## src/rtl/reg_writeback_queue.sv

```systemverilog
// reg_writeback_queue: FIFO of {dest register, data} results draining one
// entry per cycle onto the register file write port, with per-read-port
// hazard detection against every write still in flight.
// Optional newest-match forwarding is built when REG_WB_FWD_EN is defined;
// without it the forward outputs are tied to zero.

module reg_writeback_queue #(
  parameter int unsigned DEPTH = 4,
  parameter int unsigned AW    = 5,
  parameter int unsigned DW    = 32
) (
  input  logic                     clk,
  input  logic                     reset,
  input  logic                     in_valid,
  output logic                     in_ready,
  input  logic [AW-1:0]            in_addr,
  input  logic [DW-1:0]            in_data,
  input  logic                     drain_en,
  output logic                     RegWrite,
  output logic [AW-1:0]            wrAddr,
  output logic [DW-1:0]            wrData,
  input  logic [AW-1:0]            rdAddrA,
  input  logic [AW-1:0]            rdAddrB,
  output logic                     hazA,
  output logic                     hazB,
  output logic                     fwdValidA,
  output logic [DW-1:0]            fwdDataA,
  output logic                     fwdValidB,
  output logic [DW-1:0]            fwdDataB,
  output logic [$clog2(DEPTH):0]   level
);

  localparam int unsigned PW = $clog2(DEPTH);
  localparam int unsigned LW = PW + 1;

  // Entry storage; validity comes from count/rd_ptr only.
  logic [AW-1:0] ent_addr_q [DEPTH];
  logic [DW-1:0] ent_data_q [DEPTH];

  logic [PW-1:0] wr_ptr_q, wr_ptr_d;
  logic [PW-1:0] rd_ptr_q, rd_ptr_d;
  logic [LW-1:0] count_q,  count_d;

  logic          regwrite_q, regwrite_d;
  logic [AW-1:0] wraddr_q,   wraddr_d;
  logic [DW-1:0] wrdata_q,   wrdata_d;

  logic             push;
  logic             pop;
  logic [DEPTH-1:0] ent_valid;

  // Slot holding the entry 'age' positions after the head.
  function automatic logic [PW-1:0] slot_at(input logic [PW-1:0] base,
                                            input int unsigned   age);
    return PW'(base + PW'(age));
  endfunction

  // Acceptance depends on occupancy only.
  assign in_ready = (count_q < LW'(DEPTH));
  assign push     = in_valid & in_ready;
  assign pop      = (count_q != '0) & drain_en;

  assign RegWrite = regwrite_q;
  assign wrAddr   = wraddr_q;
  assign wrData   = wrdata_q;
  assign level    = count_q;

  // Next-state for pointers, occupancy and the write-port register.
  always_comb begin
    wr_ptr_d   = wr_ptr_q;
    rd_ptr_d   = rd_ptr_q;
    count_d    = count_q;
    regwrite_d = 1'b0;
    wraddr_d   = wraddr_q;
    wrdata_d   = wrdata_q;

    if (push) begin
      wr_ptr_d = wr_ptr_q + PW'(1);
    end

    if (pop) begin
      rd_ptr_d   = rd_ptr_q + PW'(1);
      regwrite_d = 1'b1;
      wraddr_d   = ent_addr_q[rd_ptr_q];
      wrdata_d   = ent_data_q[rd_ptr_q];
    end

    unique case ({push, pop})
      2'b10:   count_d = count_q + LW'(1);
      2'b01:   count_d = count_q - LW'(1);
      default: count_d = count_q;
    endcase
  end

  // Control state and write port; reset drops any pending write at once.
  always_ff @(posedge clk or negedge reset) begin
    if (!reset) begin
      wr_ptr_q   <= '0;
      rd_ptr_q   <= '0;
      count_q    <= '0;
      regwrite_q <= 1'b0;
      wraddr_q   <= '0;
      wrdata_q   <= '0;
    end else begin
      wr_ptr_q   <= wr_ptr_d;
      rd_ptr_q   <= rd_ptr_d;
      count_q    <= count_d;
      regwrite_q <= regwrite_d;
      wraddr_q   <= wraddr_d;
      wrdata_q   <= wrdata_d;
    end
  end

  // Entry storage write; no reset needed since count qualifies entries.
  always_ff @(posedge clk) begin
    if (push) begin
      ent_addr_q[wr_ptr_q] <= in_addr;
      ent_data_q[wr_ptr_q] <= in_data;
    end
  end

  // Per-slot validity: slot is live if its age from the head is below count.
  always_comb begin
    ent_valid = '0;
    for (int unsigned i = 0; i < DEPTH; i++) begin
      ent_valid[i] = (LW'(PW'(PW'(i) - rd_ptr_q)) < count_q);
    end
  end

  // Port A hazard: any live entry or the in-flight write targets rdAddrA.
  always_comb begin
    hazA = regwrite_q && (wraddr_q == rdAddrA);
    for (int unsigned i = 0; i < DEPTH; i++) begin
      if (ent_valid[i] && (ent_addr_q[i] == rdAddrA)) begin
        hazA = 1'b1;
      end
    end
  end

  // Port B hazard, same rule as port A.
  always_comb begin
    hazB = regwrite_q && (wraddr_q == rdAddrB);
    for (int unsigned i = 0; i < DEPTH; i++) begin
      if (ent_valid[i] && (ent_addr_q[i] == rdAddrB)) begin
        hazB = 1'b1;
      end
    end
  end

`ifdef REG_WB_FWD_EN
  assign fwdValidA = hazA;
  assign fwdValidB = hazB;

  // Port A forward: scan oldest to youngest so the newest match wins.
  always_comb begin
    fwdDataA = '0;
    if (regwrite_q && (wraddr_q == rdAddrA)) begin
      fwdDataA = wrdata_q;
    end
    for (int unsigned j = 0; j < DEPTH; j++) begin
      if (ent_valid[slot_at(rd_ptr_q, j)] &&
          (ent_addr_q[slot_at(rd_ptr_q, j)] == rdAddrA)) begin
        fwdDataA = ent_data_q[slot_at(rd_ptr_q, j)];
      end
    end
  end

  // Port B forward, same priority as port A.
  always_comb begin
    fwdDataB = '0;
    if (regwrite_q && (wraddr_q == rdAddrB)) begin
      fwdDataB = wrdata_q;
    end
    for (int unsigned j = 0; j < DEPTH; j++) begin
      if (ent_valid[slot_at(rd_ptr_q, j)] &&
          (ent_addr_q[slot_at(rd_ptr_q, j)] == rdAddrB)) begin
        fwdDataB = ent_data_q[slot_at(rd_ptr_q, j)];
      end
    end
  end
`else
  assign fwdValidA = 1'b0;
  assign fwdValidB = 1'b0;
  assign fwdDataA  = '0;
  assign fwdDataB  = '0;
`endif

endmodule

```

## config.mk

```make
export PLATFORM = sky130hd
export DESIGN_NAME = reg_writeback_queue
export DESIGN_NICKNAME = d
export VERILOG_FILES = /design/src/rtl/reg_writeback_queue.sv
export SDC_FILE = /design/constraint.sdc
export NUM_CORES = 1
export LEC_CHECK = 0
export ABC_CLOCK_PERIOD_IN_PS = 6900
export BUFFER_PORTS_ARGS = -buffer_cell sky130_fd_sc_hd__buf_4
export CAP_MARGIN = 30
export CELL_PAD_IN_SITES_DETAIL_PLACEMENT = 1
export CELL_PAD_IN_SITES_GLOBAL_PLACEMENT = 1
export CORE_ASPECT_RATIO = 0.75
export CORE_MARGIN = 2
export CORE_UTILIZATION = 51
export CTS_BUF_LIST = sky130_fd_sc_hd__clkbuf_2 sky130_fd_sc_hd__clkbuf_4 sky130_fd_sc_hd__clkbuf_8
export DETAILED_ROUTE_END_ITERATION = 8
export PLACE_DENSITY_LB_ADDON = 0.1
export SLEW_MARGIN = 20
export SYNTH_ARGS = -nofsm -noshare
export SYNTH_HDL_FRONTEND = slang
export SYNTH_SLANG_ARGS = --single-unit
```

## constraint.sdc

```tcl
create_clock -name clk -period 6.9 [get_ports clk]
set_input_delay 1.035 -clock clk [delete_from_list [all_inputs] [get_ports clk]]
set_output_delay 1.035 -clock clk [all_outputs]
set_load 0.01 [all_outputs]
```

### Word-level counts from Yosys, hierarchy flattened

Memories as Yosys holds them, arrays and structs flattened. A register that Yosys moved wholly into a read port is not among the register bits.
Index checks and enable logic that the tools add are counted.

* word-level logic and storage cells: 59
* bits in registers: 8
* output and inout bits: 110
* bits in writable memories: 148
* memories kept: 2

* reduce and logical (&&, ||, !) cells: 14
* multiplexer cells: 12
* equality and inequality tests: 12
* bitwise gates (word level): 2
* add/subtract/negate cells: 8
* magnitude comparators: 5

Memory list
* ent_data_q: words 4, bits a word 32, rd ports 1, clocked after memory_dff 1, write ports 1, RTL line 38 `logic [DW-1:0] ent_data_q [DEPTH];`
* ent_addr_q: words 4, bits a word 5, rd ports 5, clocked after memory_dff 1, write ports 1, RTL line 37 `logic [AW-1:0] ent_addr_q [DEPTH];`

Operators with widths (number)
* 5-bit equality test: 10
* 2-bit by 3-bit < comparator with 1-bit output: 4
* 1-bit 2-to-1 mux: 11
* 1-bit logical AND: 10
* 3-bit one-hot mux with 2 select lines: 1
* 2-bit by 1-bit adder with 2-bit output (second input constant): 2
* 1-bit by 2-bit subtractor with 2-bit output (first input constant): 2
* 2-bit subtractor (first input constant): 2
* 3-bit by 1-bit adder with 3-bit output (second input constant): 1
* 3-bit < comparator (second input constant): 1
* 3-bit nonzero test: 1
* 3-bit by 1-bit subtractor with 3-bit output (second input constant): 1
* 1-bit AND: 2
* 2-bit by 1-bit equality test with 1-bit output (second input constant): 1
* 2-bit equality test (second input constant): 1
* 1-bit zero test: 2
* 2-bit nonzero test: 1

### Longest topological paths before layout

* depth in word-level cells: 7
* mapped depth: 9
* depth with buffers taken out: 8

### Worst setup path before layout

Ideal clock, no wire load.

* path type: reg2out
* from: reg rd_ptr_q[1]
* to: out hazA
* cell stages (with the launch flop): 9
* buffers on the path: 1
* path slack: 3.759 ns
* data arrival time: 2.106 ns
* cell sequence: dfrtp_1 -> buf_1 -> xor2_1 -> inv_1 -> ha_1 -> a21oi_1 -> o2111ai_1 -> o31ai_1 -> or4_1

* word-level cells in the longest chain between the ends: 7
* elaborated cells between the ends (all ways): 16
* classes of those cells: add/sub (4); order compare (4); mux (4); reduce/logical (4)

Ends and longest elaborated chain
* start: declaration: RTL line 41 `logic [PW-1:0] rd_ptr_q, rd_ptr_d;`
* start signal: assignment: RTL line 106 `rd_ptr_q <= rd_ptr_d;`
* 1-bit by 2-bit subtractor with 2-bit output: RTL line 126 `ent_valid[i] = (LW'(PW'(PW'(i) - rd_ptr_q)) < count_q);`
* 2-bit by 3-bit < comparator with 1-bit output: RTL line 126
* 1-bit logical AND: RTL line 134 `if (ent_valid[i] && (ent_addr_q[i] == rdAddrA)) begin`
* 1-bit 2-to-1 mux (3 in a row): RTL line 134
* 1-bit 2-to-1 mux (*): RTL line 134
* end: declaration: RTL line 24 `output logic hazA,`

Every way passes the cells marked *; elsewhere a longest branch is shown, timed or not.

### Worst setup path in the final report

Ends and elaborated chain as after synthesis.

==> results by group <==
Layout
  • Layout area overhead: 13.7%
  • Core Util, Final: 59.4%
  • Nets: 706
  • Cell area after layout: 9510 sq um
  • Layout cells sized above 1: 27.1%
  • # diodes: 0
  • FILL cells: 1,561

Drt
  • Vias per cell: 5.20
  • DRC viols: 0
  • Wire per inst: 20.2 microns
  • Via count: 4,514
  • Post-route ant nets: 0
  • Routed WL: 17.5 mm
  • Number of DRC markers in iteration 0: 330
  • TritonRoute pass-1 iters: 4

Worst setup path
  • RR Endpoint: level[2]
  • CP Capture Type: output pin
  • R2R setup slack: 3.95 ns
  • CP Data Required Time: 5.86 ns
  • CP max FO: 21
  • Reg2reg start: level[2]
  • CP Class: reg2out
  • Type of origin of the critical path: flip-flop
  • FF-to-FF path depth: 9
  • Worst Path Arrival: 2.86 ns

Floorplan
  • Die Y-Extent: 115 microns
  • CORE AREA: 16,000 sq um
  • Rows: 40
  • Die ar.: 17,500 sq um
  • Initial Util: 52.2%
  • I/O pins: 161
  • Die Span X: 152 microns

Synthesis
  • Mux cell area share after synthesis: 9.96%
  • Top cell type's share of synthesized area: 53.1%
  • FF+latch count, synth: 193
  • Netlist cell types: 29
  • Gate Count Post-Synth: 554
  • Top_reg_cell synth: edfxtp_1
  • Fraction of the mapped netlist area in adder cells: 1.59%
  • Top cells by area, synth: edfxtp_1 53%, dfrtp_1 13%, mux4_2 10%
  • Seq/Total Area, Yosys: 66.6%
  • Yosys warns: 0
  • Synth Area in Compound Gates: 1.20%
  • Largest family of logic cells by synthesized area: multiplexers
  • Top-count cell post-synth: edfxtp_1
  • Synth async-reset ratio: 23.3%
  • Number of synthesized flops with an enable pin: 148
  • Post-Synth Simple-Gate Area: 6.72%
  • Synth area leader: edfxtp_1
  • Netlist area before placement: 8370 sq um
  • Top cells by count, synth: 148 x edfxtp_1, 114 x nand2_1, 67 x buf_4, 45 x dfrtp_1, 37 x mux4_2
  • Avg Inst Size Synth: 15.1 sq um
  • Synth Area in XOR/XNOR: 5.97%

STA
  • Total negative slack: 0 ns
  • Measured slew at the worst slew-check pin: 0.826 ns
  • Unrepaired setup endpoints after global routing: false
  • Fin crit share: 56.5%
  • # setup viols final: 0
  • Final hold violations: 0
  • Worst hold slack: 0.485 ns
  • Max-slew violation count: 0
  • F_max: 257 MHz
  • Max_slew headroom: 44.9%
  • Min Tclk post-route: 3.90 ns
  • Setup Skew: 0.0147 ns

GRT
  • First-pass GRT wire length: 27.6 mm
  • GRT overflow: 0
  • Largest net degree at the start of global routing: 46
  • All-Layer GR Usage: 21.2%
  • Initial antenna violation count: 0
  • Vias in the first global route: 4,817

Power and ir drop
  • Total Power: 3.68 mW
  • Pwr dens: 387 nW/um^2
  • Max rail drop VDD: 0.000202 V
  • Pleak: 3.76 nW

Clock network
  • Hold Buf Count CTS: 0
  • TritonCTS clock tree: yes
  • Worst-path clk slew: 0.09 ns
  • Root Driver: clkbuf_8
  • H-tree depth: 4
  • TritonCTS Sinks: 193
  • # Post-CTS Setup Buffers: 0
  • Resized cells post-CTS: 0
  • Worst-skew pair later-pin latency: 0.47 ns
  • CTS Buf Count: 17
  • Max Buffers Root-to-Sink: 2

Min path
  • Class of the worst hold path: reg2reg
  • Hold Path End: wrData[22]
  • Worst Hold Launch: wrData[22]
  • Worst hold path cell count: 2

Placed design
  • DP HPWL: 11.7 mm
  • GPL Wtd Cong: 0.878
  • Number of port buffers: 94
  • Area post-placement: 9090 sq um

Status
  • Status: finished clean

Job
  • Max-cap violations: 0
## state kept, by name, indices dropped and copies added, names as in the netlist
register,flops
wr_ptr_q,2
level,3
RegWrite,1
wrAddr,5
ent_data_q,128
ent_addr_q,20
rd_ptr_q,2
wrData,32
## cells by family after synthesis
kind of cell    Yosys count
flops                   193
simple gates            137
buf+inv                 104
xor+xnor                 57
mux                      37
compound gates           15
fa+ha+maj                10
other cells               1
## layout by cell type, fill, tap and decap left out, types with 4 or more instances in the layout
master / n
nand2_1: 114
dfrtp_1: 43
conb_1: 66
inv_1: 9
buf_4: 96
ha_1: 9
and2_2: 4
edfxtp_1: 148
buf_12: 5
xnor2_1: 27
mux4_2: 37
nor4_1: 6
nand3_1: 6
clkbuf_8: 17
o21ai_0: 4
o2111ai_1: 4
xor2_1: 30
## critical path: stages, from the launching register on
cell and delay (ns):
dfrtp_2 0.77, xor2_1 0.25, inv_1 0.07, ha_1 0.27, a21oi_1 0.07, o2111ai_1 0.20, o31ai_1 0.10, or4_1 0.52
buf_4 0.16
## where the power goes
group	internal, mW	switching, mW	leakage, nW	total [mW]
Sequential	1.52	0.185	1.89	1.70
Clock	0.370	0.412	0.211	0.781
Combinational	0.572	0.624	1.66	1.20
Total	2.46	1.22	3.76	3.68
## through the flow
step / worst slack [ns] / instances
finish: 3.00 / 868
global route: 2.80 / 868
CTS: 2.93 / 868
detailed placement: 3.39 / 836
global placement: 3.14 / 831
floorplan: 3.76 / 619
## worst max path at each step
stage / start / to / slack (ns) / depth (start not counted)
4_1_cts: rd_ptr_q[0] / hazB / 2.93 / 7
6_report: rd_ptr_q[1] / hazA / 3.00 / 8
3_5_place_dp: drain_en / level[2] / 3.39 / 10
5_1_grt: rd_ptr_q[0] / hazB / 2.80 / 7
2_1_floorplan: rd_ptr_q[1] / hazA / 3.76 / 8
3_3_place_gp: rd_ptr_q[1] / hazA / 3.14 / 8
## layer usage
| layer | up-vias | part of all wire, % | GRT usage (%) |
|---|---|---|---|
| li1 | 2010 | - | - |
| met1 | 2312 | 45 | 29.9 |
| met2 | 175 | 47 | 33.8 |
| met3 | 17 | 7.0 | 5.24 |
| met4 | 0 | 0.98 | 5.67 |
| met5 | - | 0 | 0 |
## cell type report
type / instances / area, sq um / share of cell area (%)
Clock buffer: 18 / 241 / 2.54
Multi-Input combinational cell: 322 / 2390 / 25.2
Sequential cell: 193 / 5570 / 58.6
Inverter: 10 / 37.5 / 0.395
Clock inverter: 14 / 181 / 1.91
Tap cell: 210 / 263 / 2.76
Timing Repair Buffer: 101 / 821 / 8.63
Note: power is estimated with default switching activity, not from simulation.
